**src/rtl/timer_ctrl_pkg.sv**
```systemverilog
// Shared types and constants for the timer_ctrl15 sequencing controller.
package timer_ctrl_pkg;

   localparam int CNT_W_DEF = 15;
   localparam int ST_W      = 3;

   typedef enum logic [ST_W-1:0] {
      ST_IDLE = 3'd0,
      ST_LOAD = 3'd1,
      ST_RUN  = 3'd2,
      ST_HOLD = 3'd3,
      ST_DONE = 3'd4
   } state_t;

endpackage

```
**src/rtl/timer_ctrl15_edge_det.sv**
```systemverilog
// Rising-edge detector for a level control input, with a registered history.
module edge_det (
   input  logic clk,
   input  logic rst_n,
   input  logic sig,
   output logic rise
);

   logic was_low;

   // Cleared history means "not yet seen low", so a level held through reset never fires.
   always_ff @(posedge clk or negedge rst_n) begin
      if (!rst_n) was_low <= 1'b0;
      else        was_low <= ~sig;
   end

   assign rise = sig & was_low;

endmodule

```
**src/rtl/timer_ctrl15.sv**
```systemverilog
// Start/stop/pause sequencer driving a loadable up/down counter.
// Define TIMER_CTRL_TICKCNT_EN to add the run_ticks strobe counter output.
module timer_ctrl15
   import timer_ctrl_pkg::*;
#(
   parameter int CNT_W       = CNT_W_DEF,
   parameter int AUTO_RELOAD = 0
) (
   input  logic             clk,
   input  logic             rst_n,
   input  logic             start,
   input  logic             stop,
   input  logic             pause,
   input  logic             tick,
   input  logic             mode_up,
   input  logic [CNT_W-1:0] target,
   input  logic [CNT_W-1:0] cnt_q,
   input  logic             cnt_utc,
   input  logic             cnt_dtc,
   output logic [CNT_W-1:0] cnt_din,
   output logic             cnt_ld,
   output logic             cnt_up,
   output logic             cnt_dw,
   output logic             busy,
   output logic             done,
   output logic             expired,
   output logic [ST_W-1:0]  state
`ifdef TIMER_CTRL_TICKCNT_EN
   ,
   output logic [15:0]      run_ticks
`endif
);

   state_t           cur_state, nxt_state;
   logic             start_rise;
   logic             mode_q;
   logic [CNT_W-1:0] target_q;
   logic             terminal;
   logic             was_done;

   edge_det u_start_edge (
      .clk   (clk),
      .rst_n (rst_n),
      .sig   (start),
      .rise  (start_rise)
   );

   assign terminal = mode_q ? ((cnt_q == target_q) | cnt_utc) : cnt_dtc;

   always_comb begin
      // NOTE: every output gets a default first so no path can infer a latch.
      nxt_state = cur_state;
      cnt_ld    = 1'b0;
      cnt_din   = '0;
      cnt_up    = 1'b0;
      cnt_dw    = 1'b0;
      case (cur_state)
         ST_IDLE: ;
         ST_LOAD: begin
            nxt_state = ST_RUN;
            cnt_ld    = 1'b1;
            cnt_din   = mode_q ? '0 : target_q;
         end
         ST_RUN: begin
            if (terminal)   nxt_state = ST_DONE;
            else if (pause) nxt_state = ST_HOLD;
            else begin
               cnt_up = tick & mode_q;
               cnt_dw = tick & ~mode_q;
            end
         end
         ST_HOLD: if (!pause) nxt_state = ST_RUN;
         ST_DONE: if (AUTO_RELOAD != 0) nxt_state = ST_LOAD;
         default: nxt_state = ST_IDLE;
      endcase
      // stop outranks everything and silences all strobes; a start edge beats any count strobe.
      if (stop) begin
         nxt_state = ST_IDLE;
         cnt_ld    = 1'b0;
         cnt_din   = '0;
         cnt_up    = 1'b0;
         cnt_dw    = 1'b0;
      end else if (start_rise) begin
         nxt_state = ST_LOAD;
         cnt_up    = 1'b0;
         cnt_dw    = 1'b0;
      end
   end

   // NOTE: sequential state uses non-blocking assignments only.
   always_ff @(posedge clk or negedge rst_n) begin
      if (!rst_n) begin
         cur_state <= ST_IDLE;
         mode_q    <= 1'b0;
         target_q  <= '0;
         was_done  <= 1'b0;
      end else begin
         cur_state <= nxt_state;
         was_done  <= (cur_state == ST_DONE);
         if (!stop && start_rise) begin
            mode_q   <= mode_up;
            target_q <= target;
         end
      end
   end

   assign busy    = (cur_state == ST_LOAD) | (cur_state == ST_RUN) | (cur_state == ST_HOLD);
   assign expired = (cur_state == ST_DONE);
   assign done    = expired & ~was_done;
   assign state   = cur_state;

`ifdef TIMER_CTRL_TICKCNT_EN
   always_ff @(posedge clk or negedge rst_n) begin
      if (!rst_n)                                        run_ticks <= '0;
      else if (cur_state == ST_LOAD)                     run_ticks <= '0;
      else if ((cnt_up | cnt_dw) && run_ticks != 16'hFFFF) run_ticks <= run_ticks + 16'd1;
   end
`endif

endmodule

```
**config.mk**
```make
export PLATFORM = sky130hd
export DESIGN_NAME = timer_ctrl15
export DESIGN_NICKNAME = d
export VERILOG_FILES = /design/src/rtl/timer_ctrl_pkg.sv /design/src/rtl/timer_ctrl15_edge_det.sv /design/src/rtl/timer_ctrl15.sv
export SDC_FILE = /design/constraint.sdc
export NUM_CORES = 1
export LEC_CHECK = 0
export CORE_UTILIZATION = 30
export DETAILED_ROUTE_END_ITERATION = 8
export PLACE_DENSITY_LB_ADDON = 0.3
export SYNTH_ARGS = -nofsm -noshare
export SYNTH_HDL_FRONTEND = slang
export SYNTH_SLANG_ARGS = --single-unit
```
**constraint.sdc**
```tcl
create_clock -name clk -period 2.3 [get_ports clk]
set_clock_uncertainty 0.15 [all_clocks]
set_input_delay 0.575 -clock clk [delete_from_list [all_inputs] [get_ports clk]]
set_output_delay 0.575 -clock clk [all_outputs]
set_load 0.02 [all_outputs]
```
==> results.json <==
{
  "die_area_um2": 4300,
  "reg2reg_depth": 11,
  "fin_crit_ns": 2.54,
  "yosys_register_bits": 21,
  "timing.final.crit_share_pct": 111,
  "hold_buffers": 0,
  "grt_max_degree": 22,
  "rsz0062_at_grt": "yes",
  "setup_ws_ns": -0.242,
  "max_freq_mhz": 393,
  "die_x_um": 65.6,
  "final_antenna_net_count": 0,
  "cts_max_level": 1,
  "cp.arrival_ns": 1.82,
  "final_cells": 267,
  "dp.cells": 249,
  "cap_violations": 0,
  "wl_per_cell_um": 13.6,
  "grt_pass1_vias": 1382,
  "final_cell_mix": "37 x buf_4, 27 x buf_6, 24 x clkdlybuf4s50_1",
  "setup_viol": 13,
  "irDropWorstVdd_uv": 520,
  "vias": 1208,
  "synth_area_um2": 1210,
  "syn_nets": 149,
  "area_delta_synth_final_pct": 97.9,
  "route.detailed.drc": 0,
  "crit-reg2reg-launch": "state[0]$_DFFE_PN0P_",
  "final_cell_area_um2": 2400,
  "cts_tree": "built",
  "layout.nets": 259,
  "p_leak_nw": 1.12,
  "syn_avg_cell_area_um2": 11.0,
  "hold_path.class": "register to register",
  "worst_pin_slew_ns": 0.301,
  "fill_cells": 302,
  "drtIter0Drc": 19,
  "io-pin-count": 63,
  "path_clk_slew_ns": 0.07,
  "required_ns": 1.57,
  "coreArea_um2": 3770,
  "multi_input_area_um2": 772,
  "row_count": 22,
  "cp_max_fo": 2,
  "die_y_um": 65.6,
  "slew_viol_final": 0,
  "fin_util_pct": 63.7,
  "netlist_instances": 110,
  "antenna_found_initial": 0,
  "crit_path_end_kind": "output port",
  "antennaDiodeCount": 0,
  "status": "complete, but fails checks",
  "hpwl_mm": 2.63,
  "powerDensity_nw_per_um2": 446,
  "place_congestion": 0.784,
  "initial_core_util_pct": 32.2,
  "violations": "negative setup slack",
  "yosys.cell_types.count": 25,
  "viasPerCell": 4.52,
  "holdWs_ns": 0.414,
  "r2r-end": "state[2]$_DFFE_PN0P_",
  "hold_end": "target_q[1]$_DFFE_PN0P_",
  "whs_path_depth": 1,
  "pre_cts_slack_ns": -1.08,
  "place_area_um2": 2140,
  "clock_latency_ns": 0.25,
  "ff_latch_area_um2": 528,
  "cts-root-buf": "clkbuf_8",
  "min_from": "target_q[1]$_DFFE_PN0P_",
  "cts.path.max_buffers": 2,
  "cts_made_buffers": 3,
  "grt_first_pass_wirelength_mm": 6.10,
  "relSlewSlack_pct": 79.8,
  "rrSetupSlack_ns": 0.12,
  "totalWireLength_mm": 3.63,
  "drive_gt1_share_pct": 56.2,
  "criticalPathCategory": "input pin to output port",
  "grt_overflow": 0,
  "hold_viol": 0,
  "seq_area_frac_synth_pct": 43.3,
  "portBuffers": 62,
  "dr.pass1.iters": 4,
  "gr-usage-all-layers_pct": 18.4,
  "cts_sinks": 21,
  "cp-start-kind": "input pin",
  "mostFrequentLayoutCell": "buf_4",
  "ys_warn_count": 0
}
==> logic make-up (layout without fill, tap and decap cells) <==
| group | after synthesis | count (layout) | synth area share [%] |
|---|---|---|---|
| buf+inv | 4 | 113 | 1.44 |
| simple gates | 46 | 46 | 24.3 |
| flops | 21 | 21 | 43.3 |
| compound gates | 8 | 8 | 5.26 |
| mux | 16 | 16 | 14.8 |
| xor+xnor | 15 | 15 | 10.8 |
==> final cells by class <==
class,count,area share [%]
Tap cell,48,2.50
Inverter,1,0.156
Timing Repair Buffer,108,41.4
Multi-Input combinational cell,85,32.1
Clock buffer,4,1.88
Sequential cell,21,22.0
==> through the flow <==
step / total power [mW] / TNS (ns)
floorplan: 0.615 / 0
global placement: 0.807 / -14.34
detailed placement: 0.821 / -14.38
CTS: 1.08 / -0.398
global route: 1.14 / -1.72
finish: 1.07 / -0.450
==> routing by layer <==
layer / share of wire (%) / global-route usage, %
met4: 0.74 / 3.53
met3: 2.6 / 2.26
met1: 39 / 20.9
met5: 0 / 0
met2: 57 / 36.2
==> critical path, cell delays in order <==
cell           delay (ns)
dlygate4sd2_1        0.24
xor2_1               0.15
nor3_2               0.23
nand4_1              0.16
and2_4               0.20
and3_4               0.14
buf_6                0.12
==> what timing repair did <==
| action | 4_1_cts | 5_1_grt |
|---|---|---|
| buffers inserted | 12 | 3 |
| endpoints found under the setup margin | 21 | 21 |
| pin swaps | 25 | 16 |
| gates cloned | 1 | 0 |
| resized for setup | 164 | 26 |
| endpoints found under the hold margin | 0 | 0 |
==> how the worst max path moves through the flow <==
stage / slack, ns / cells after the start / to / startpoint
2_1_floorplan: 0.03 / 5 / cnt_up / cnt_q[14]
3_3_place_gp: -1.08 / 7 / cnt_up / cnt_q[4]
3_5_place_dp: -1.08 / 7 / cnt_up / cnt_q[7]
4_1_cts: -0.25 / 7 / cnt_up / cnt_q[2]
5_1_grt: -0.31 / 6 / cnt_up / target_q[11]$_DFFE_PN0P_
6_report: -0.24 / 7 / cnt_up / cnt_q[1]
==> cells in the mapped netlist (all sizes together) <==
library cell	instances	area share [%]
a31o	1	0.72
o31ai	2	2.1
nor2	4	1.2
nor4	4	4.1
a22o	1	0.72
nor2b	4	2.1
and3	3	1.5
nand2b	1	0.52
a21oi	2	0.82
xor2	15	11
a31oi	1	0.52
or2	1	0.52
nor3	2	0.82
nand4	2	1.0
clkbuf	1	0.31
nor4b	1	1.2
o21ai	1	0.41
nand2	6	1.9
and2	17	9.0
buf	2	0.82
nand3	1	0.41
dfrtp	21	43
inv	1	0.31
mux2	16	15
==> flip-flops by register name, indices dropped and copies added (netlist names) <==
signal	flops
state	3
u_start_edge.was_low	1
mode_q	1
target_q	15
was_done	1
==> power breakdown <==
group          leakage, nW  switching (mW)  internal [mW]
combinational        0.846           0.136          0.225
clock               0.0228           0.113          0.123
sequential           0.253          0.0486          0.426
total                 1.12           0.297          0.774
Note: power is estimated with default switching activity, not from simulation.
